## src/rtl/sr_pulse_gen.sv

```systemverilog
// sr_pulse_gen: debounced set/reset buttons to mutually exclusive fixed-width S/R pulses
module sr_pulse_gen #(
  parameter int DEB_CYCLES = 4,
  parameter int PULSE_LEN  = 2
) (
  input  logic clk,
  input  logic rst_n,
  input  logic set_btn,
  input  logic rst_btn,
  output logic S,
  output logic R,
  output logic conflict,
  output logic busy,
  output logic set_level,
  output logic rst_level
);
  localparam int CW = $clog2(DEB_CYCLES);
  localparam int PW = $clog2(PULSE_LEN + 1);
  localparam logic [CW-1:0] DEB_MAX = CW'(DEB_CYCLES - 1);
  localparam logic [PW-1:0] PL_MAX = PW'(PULSE_LEN - 1);
  typedef enum logic [1:0] {IDLE, PULSE_S, PULSE_R, GAP} state_t;
  state_t state_q, state_d;
  logic [1:0] sync1_q, sync1_d, sync2_q, sync2_d, level_q, level_d, lvl_dly_q, lvl_dly_d, req;
  logic [CW-1:0] cnt_q [2];
  logic [CW-1:0] cnt_d [2];
  logic [PW-1:0] pcnt_q, pcnt_d;
  logic pend_v_q, pend_v_d, pend_r_q, pend_r_d;
  logic s_q, s_d, r_q, r_d, conflict_q, conflict_d;
  logic set_req, rst_req;
  always_comb begin
    sync1_d = {rst_btn, set_btn};
    sync2_d = sync1_q;
    lvl_dly_d = level_q;
    for (int i = 0; i < 2; i++) begin
      cnt_d[i] = (sync2_q[i] == level_q[i] || cnt_q[i] == DEB_MAX) ? '0 : cnt_q[i] + 1'b1;
      level_d[i] = level_q[i] ^ (sync2_q[i] != level_q[i] && cnt_q[i] == DEB_MAX);
    end
    req = level_q & ~lvl_dly_q;
    set_req = req[0];
    rst_req = req[1];
  end
  always_comb begin
    state_d = state_q;
    pcnt_d = pcnt_q;
    pend_v_d = pend_v_q;
    pend_r_d = pend_r_q;
    conflict_d = set_req && rst_req;
    case (state_q)
      IDLE: begin
        if (set_req ^ rst_req) begin
          state_d = set_req ? PULSE_S : PULSE_R;
          pcnt_d = '0;
        end else if (!rst_req && pend_v_q) begin
          state_d = pend_r_q ? PULSE_R : PULSE_S;
          pend_v_d = 1'b0;
          pcnt_d = '0;
        end
      end
      PULSE_S, PULSE_R: begin
        state_d = (pcnt_q == PL_MAX) ? GAP : state_q;
        pcnt_d = pcnt_q + 1'b1;
      end
      default: begin
        state_d = pend_v_q ? (pend_r_q ? PULSE_R : PULSE_S) : IDLE;
        pend_v_d = 1'b0;
        pcnt_d = '0;
      end
    endcase
    // a request landing while busy overwrites the slot after any GAP consume
    if (set_req && rst_req) pend_v_d = 1'b0;
    else if (state_q != IDLE && (set_req || rst_req)) begin
      pend_v_d = 1'b1;
      pend_r_d = rst_req;
    end
    s_d = state_d == PULSE_S;
    r_d = state_d == PULSE_R;
  end
  always_ff @(posedge clk or negedge rst_n) begin
    if (!rst_n) begin
      sync1_q <= '0;
      sync2_q <= '0;
      level_q <= '0;
      lvl_dly_q <= '0;
      cnt_q <= '{default: '0};
      state_q <= IDLE;
      pcnt_q <= '0;
      pend_v_q <= 1'b0;
      pend_r_q <= 1'b0;
      s_q <= 1'b0;
      r_q <= 1'b0;
      conflict_q <= 1'b0;
    end else begin
      sync1_q <= sync1_d;
      sync2_q <= sync2_d;
      level_q <= level_d;
      lvl_dly_q <= lvl_dly_d;
      cnt_q <= cnt_d;
      state_q <= state_d;
      pcnt_q <= pcnt_d;
      pend_v_q <= pend_v_d;
      pend_r_q <= pend_r_d;
      s_q <= s_d;
      r_q <= r_d;
      conflict_q <= conflict_d;
    end
  end
  assign S = s_q;
  assign R = r_q;
  assign conflict = conflict_q;
  assign busy = state_q != IDLE;
  assign set_level = level_q[0];
  assign rst_level = level_q[1];
  assert property (@(posedge clk) disable iff (!rst_n) !(s_q && r_q));
endmodule

```

## config.mk

```make
export PLATFORM = sky130hd
export DESIGN_NAME = sr_pulse_gen
export DESIGN_NICKNAME = d
export VERILOG_FILES = /design/src/rtl/sr_pulse_gen.sv
export SDC_FILE = /design/constraint.sdc
export NUM_CORES = 1
export LEC_CHECK = 0
export ABC_AREA = 0
export BUFFER_PORTS_ARGS = -buffer_cell sky130_fd_sc_hd__buf_2
export CORE_MARGIN = 2
export CORE_UTILIZATION = 59
export CTS_CLUSTER_DIAMETER = 80
export DETAILED_ROUTE_END_ITERATION = 10
export HOLD_SLACK_MARGIN = 0.06
export PLACE_DENSITY = 0.85
export SETUP_SLACK_MARGIN = 0.3
export SYNTH_ARGS = -nofsm -noshare
export SYNTH_HDL_FRONTEND = slang
export SYNTH_SLANG_ARGS = --single-unit
```

## constraint.sdc

```tcl
create_clock -name clk -period 4.5 [get_ports clk]
set_input_delay 1.125 -clock clk [delete_from_list [all_inputs] [get_ports clk]]
set_output_delay 1.125 -clock clk [all_outputs]
set_load 0.03 [all_outputs]
```

==> impl_metrics.py, run 1 <==
metrics = {
    "floorplan": {
        "rows": 14,
        "initial_core_util": 0.624,
        "ioPinCount": 10,
        "die_x_um": 43.7,
        "dieArea_um2": 1910,
        "die_y_um": 43.7,
        "core_area_um2": 1490,
    },
    "grt": {
        "grt_first_pass_wirelength_um": 2620,
        "grt_pass1_vias": 617,
        "antenna_found_initial": 0,
        "grt-ovfl-total": 0,
        "grt_max_degree": 22,
        "grt_usage": 0.188,
    },
    "clocking": {
        "cts_made_buffers": 3,
        "clock_latency_ns": 0.30,
        "ctsHoldBuffers": 0,
        "clock_sinks": 21,
        "postCtsSetupBuffers": 0,
        "htreeDepth": 1,
        "path_clk_slew_ns": 0.11,
        "cts_tree": "yes",
        "cts_buffer_depth": 2,
        "cts_root_buffer": "clkbuf_4",
        "ctsResizeCount": 0,
    },
    "detailed_routing": {
        "dr_wl_met3_um": 33,
        "dr.pass1.iters": 4,
        "wl_met1_um": 696,
        "drt_wl_total_um": 1480,
        "drt-initial-drc-count": 8,
        "vias_per_cell": 5.58,
        "top_layer": "met3",
        "routedWlPerCell_um": 14.5,
        "routed-wl-met2_um": 745,
        "via_count": 569,
        "drt_drc_violations_left": 0,
        "postRouteAntennaNets": 0,
    },
    "power": {
        "vdd_drop_max_mv": 0.400,
        "p_leak_nw": 0.504,
        "powerDensity_nw_per_um2": 823,
    },
    "layout": {
        "fin_util": 0.686,
        "syn2layout_area_growth_pct": 9.83,
        "fin_nets": 98,
        "final_cell_area_um2": 1020,
        "fillCellCount": 117,
        "layout-drive-gt1-share": 0.256,
        "antenna_cells": 0,
        "mostFrequentLayoutCells": "dfrtp_1 (21), buf_2 (9), inv_1 (7), ha_1 (7)",
        "final_common_cell": "dfrtp_1",
    },
    "placed_design": {
        "portBuffers": 9,
        "place_area_um2": 995,
        "gp_congestion": 0.910,
        "dpl.hpwl_um": 1100,
    },
    "logic_synthesis": {
        "yosysSeqAreaShare": 0.565,
        "synthCells": 73,
        "synth_area_um2": 930,
        "synth_warnings": 0,
        "yosysTopAreaCell": "dfrtp_1",
        "synth_ff_type": "dfrtp_1",
        "synthTopCellsByArea": "dfrtp_1 (57%), ha_1 (9.4%), a31oi_4 (4.6%)",
        "async_flop_share": 1.00,
        "avgSynthCellArea_um2": 12.7,
        "ys_ff_latch": 21,
        "synth_edf_count": 0,
        "yosysTopAreaCellShare": 0.565,
        "yosysUniqueCellTypes": 26,
        "syn-num-nets": 84,
    },
    "timing": {
        "grt_setup_unrepaired": "no",
        "finalHoldViolCount": 0,
        "fmax_ghz": 0.406,
        "fin_worst_skew_ns": 0.00751,
        "slew_headroom": 0.699,
        "setup_tns_ns": 0,
        "setup_violations": 0,
        "period_needed_ns": 2.47,
        "fin_crit_sh": 0.548,
        "worst_pin_slew_ns": 0.451,
        "slew_violations": 0,
    },
    "setup_path": {
        "cp-start-kind": "flip-flop",
        "crit_required_ns": 3.38,
        "path_class": "reg2out",
        "critPathMaxFanout": 5,
        "r2r_setup_slack_ns": 2.60,
        "cp-end-kind": "output pin",
        "cp.arrival_ns": 1.34,
    },
    "job": {
        "max_cap_viol_count": 0,
    },
    "status": {
        "status": "complete, no violations",
    },
    "min_path": {
        "hold_path_class": "reg2reg",
    },
}
## flip-flops by register name, summed over array words and instances, names as in the netlist, named ones only
name / count
state_q: 2
pend_v_q: 1
pcnt_q: 2
sync2_q: 2
sync1_q: 2
lvl_dly_q: 2
cnt_q: 4
pend_r_q: 1
S: 1
R: 1
conflict: 1
## critical path, stage by stage (launching register included)
cell     delay (ns)
dfrtp_1        0.42
inv_1          0.07
ha_1           0.26
inv_1          0.10
buf_2          0.20
## cell usage after synthesis, types with 2 or more instances
cell     instances
a21oi_1          2
a31oi_4          2
dfrtp_1         21
ha_1             7
inv_1            7
mux2_2           3
nand2_1          2
nor2_1           4
nor3_1           3
nor3b_1          2
o21ai_0          4
xnor2_1          2
## worst paths after layout
kind / start / to / cells past startpoint
worst max-delay path: state_q[0] / busy / 4
worst min-delay path: sync1_q[0] / sync2_q[0] / 0
worst max register to register: flip-flop / S / 6
worst min register to register: sync1_q[0] / sync2_q[0] / 0
max in group asynchronous: rst_n / lvl_dly_q[0] / 1
min in group asynchronous: rst_n / pcnt_q[0] / 1
## layer usage
metal  track usage  vias to the layer above
met5             0                        -
met4        0.0909                        0
met3        0.0458                        0
met2         0.279                       13
met1         0.262                      281
li1              -                      275
## stage by stage
stage	instances	worst slack [ns]	total power [mW]	hold slack [ns]
3_3_place_gp	98	2.43	0.728	0.339
5_1_grt	102	1.96	0.905	0.384
4_1_cts	102	2.04	0.841	0.374
3_5_place_dp	98	2.37	0.756	0.350
6_report	102	2.03	0.840	0.369
2_1_floorplan	73	2.49	0.656	0.331
## area by class of cell
class / instances / area [um2] / share of cell area
inverter: 7 / 26.3 / 0.0257
multi-input combinational: 45 / 378 / 0.370
tap: 16 / 20.0 / 0.0196
clock buffer: 4 / 26.3 / 0.0257
sequential: 21 / 526 / 0.515
timing repair buffer: 9 / 45.0 / 0.0441
## kinds of logic (layout without fill, tap and decap cells)
| group | after synthesis | in the layout | share of synthesized area |
|---|---|---|---|
| compound gates | 14 | 14 | 0.125 |
| xor+xnor | 2 | 2 | 0.0188 |
| fa+ha+maj | 7 | 7 | 0.0942 |
| buf+inv | 7 | 20 | 0.0283 |
| flops | 21 | 21 | 0.565 |
| mux | 4 | 4 | 0.0484 |
| simple gates | 18 | 18 | 0.120 |
## power by group
group          internal, mW  switching, mW  leakage (nW)
sequential            0.259         0.0531         0.262
combinational         0.187          0.253         0.227
clock                0.0345         0.0546        0.0150
No activity file was read; power rests on OpenSTA's default activity.
==> run 2, diff against run 1 <==
CORE_UTILIZATION = 50   (was 59)
PLACE_DENSITY = 0.77   (was 0.85)
clock period = 2.2 ns   (was 4.5 ns; I/O delays follow)
==> impl_metrics.py, run 2 (synthesized netlist as in run 1, its figures left out) <==
metrics = {
    "floorplan": {
        "die_y_um": 47.1,
        "ioPinCount": 10,
        "dieArea_um2": 2220,
        "rows": 15,
        "initial_core_util": 0.533,
        "core_area_um2": 1750,
        "die_x_um": 47.1,
    },
    "layout": {
        "largest_reg_flops": 4,
        "antenna_cells": 0,
        "final_common_cell": "dfrtp_1",
        "top_register": "cnt_q",
        "instances_no_fill": 112,
        "mostFrequentLayoutCells": "dfrtp_1 (20), buf_2 (9), inv_1 (7)",
        "fin_util": 0.598,
        "syn2layout_area_growth_pct": 12.2,
        "layout-drive-gt1-share": 0.287,
        "fin_nets": 99,
    },
    "clocking": {
        "clock_latency_ns": 0.29,
        "cts_tree": "yes",
        "cts_buffer_depth": 2,
        "htreeDepth": 1,
        "clock_sinks": 21,
        "cts_made_buffers": 3,
        "path_clk_slew_ns": 0.11,
        "cts_root_buffer": "clkbuf_4",
    },
    "setup_path": {
        "cp-startpoint": "state_q[1]",
        "path_class": "reg2out",
        "critPathMaxFanout": 5,
        "ff2ff_path_depth": 5,
        "r2r_end": "pcnt_q[0]",
        "cp.arrival_ns": 1.28,
        "cp-start-kind": "flip-flop",
        "crit_required_ns": 1.65,
        "r2r_setup_slack_ns": 0.42,
        "cp-end-kind": "output pin",
    },
    "placed_design": {
        "place_inst": 107,
        "dpl.hpwl_um": 1040,
        "portBuffers": 9,
        "gp_congestion": 0.781,
    },
    "timing": {
        "period_needed_ns": 1.83,
        "setup_violations": 0,
        "grt_setup_unrepaired": "no",
        "slew_headroom": 0.700,
        "setup_tns_ns": 0,
        "worst_pin_slew_ns": 0.450,
        "slew_violations": 0,
        "fin_crit_sh": 0.831,
        "fin_worst_skew_ns": 0.00282,
        "fin_hold_ws_ns": 0.189,
        "finalHoldViolCount": 0,
        "fmax_ghz": 0.547,
    },
    "detailed_routing": {
        "routed-wl-met2_um": 647,
        "routedWlPerCell_um": 12.1,
        "dr.pass1.iters": 4,
        "postRouteAntennaNets": 0,
        "top_layer": "met4",
        "drt_drc_violations_left": 0,
        "wl_met1_um": 644,
        "vias_per_cell": 5.11,
        "drt-initial-drc-count": 9,
        "drt_wl_total_um": 1350,
        "dr_wl_met3_um": 42,
        "via_count": 572,
    },
    "power": {
        "vdd_drop_max_mv": 0.944,
        "pwr-share-seq": 0.370,
        "p_int_uw": 998,
        "finalPower_mw": 1.71,
        "swShare": 0.415,
        "p_clk_frac": 0.102,
        "powerDensity_nw_per_um2": 1640,
        "p_switching_uw": 708,
        "p_leak_nw": 0.507,
        "p_comb_frac": 0.528,
    },
    "grt": {
        "antenna_found_initial": 0,
        "grt_pass1_vias": 515,
        "grt_first_pass_wirelength_um": 2170,
        "grt_max_degree": 22,
        "grt_usage": 0.147,
        "grt-ovfl-total": 0,
    },
    "status": {
        "status": "complete, no violations",
    },
    "min_path": {
        "hold_path_class": "in2async",
    },
    "job": {
        "max_cap_viol_count": 0,
    },
}
==> run 2: cell types whose count changed in the layout (fill, tap and decap cells not counted) <==
cell,previous run,this run
buf_4,0,1
dfrtp_1,21,20
dfrtp_2,0,1
ha_1,7,6
ha_2,0,1
==> run 2: layout make-up <==
type,instances,area [um2]
fillers,163,702
flip-flops and latches,21,527
multi-input cells,45,380
repair buffers,10,52.6
well taps,25,31.3
clock buffers,4,26.3
inverters,7,26.3
==> run 2: metal layers <==
layer | vias up | global-route usage
met5 | - | 0
li1 | 276 | -
met3 | 2 | 0.0462
met4 | 0 | 0.0833
met2 | 10 | 0.230
met1 | 284 | 0.181
==> run 2: how the worst max path moves through the flow <==
stage / to / slack, ns / cells past startpoint
final: busy / 0.37 / 4
after global routing: busy / 0.32 / 4
after CTS: busy / 0.32 / 4
after detailed placement: S / 0.45 / 6
after global placement: S / 0.48 / 6
after floorplan: S / 0.41 / 5
==> run 2: power by group through the flow <==
stage	logic, mW	registers (mW)	clock network [mW]
2_1_floorplan	0.645	0.699	0
3_3_place_gp	0.851	0.639	0
3_5_place_dp	0.881	0.649	0
4_1_cts	0.901	0.635	0.181
5_1_grt	0.990	0.651	0.202
6_report	0.900	0.632	0.174
==> run 2: critical path, stage by stage, from the launching register on <==
cell     delay, ns
dfrtp_1       0.41
inv_1         0.09
ha_2          0.23
inv_1         0.08
buf_2         0.18
==> run 2: repair_timing <==
item / in CTS / in global routing
hold buffers: 0 / 0
setup buffers: 1 / 0
resized for setup: 0 / 1
pin swaps: 0 / 0
endpoints found under the setup margin: 1 / 1
==> run 2: per-stage QoR <==
step / instance area (um2) / setup slack (ns)
floorplan: 931 / 0.407
global route: 1040 / 0.316
finish: 1040 / 0.372
global placement: 1010 / 0.479
detailed placement: 1010 / 0.448
CTS: 1040 / 0.322
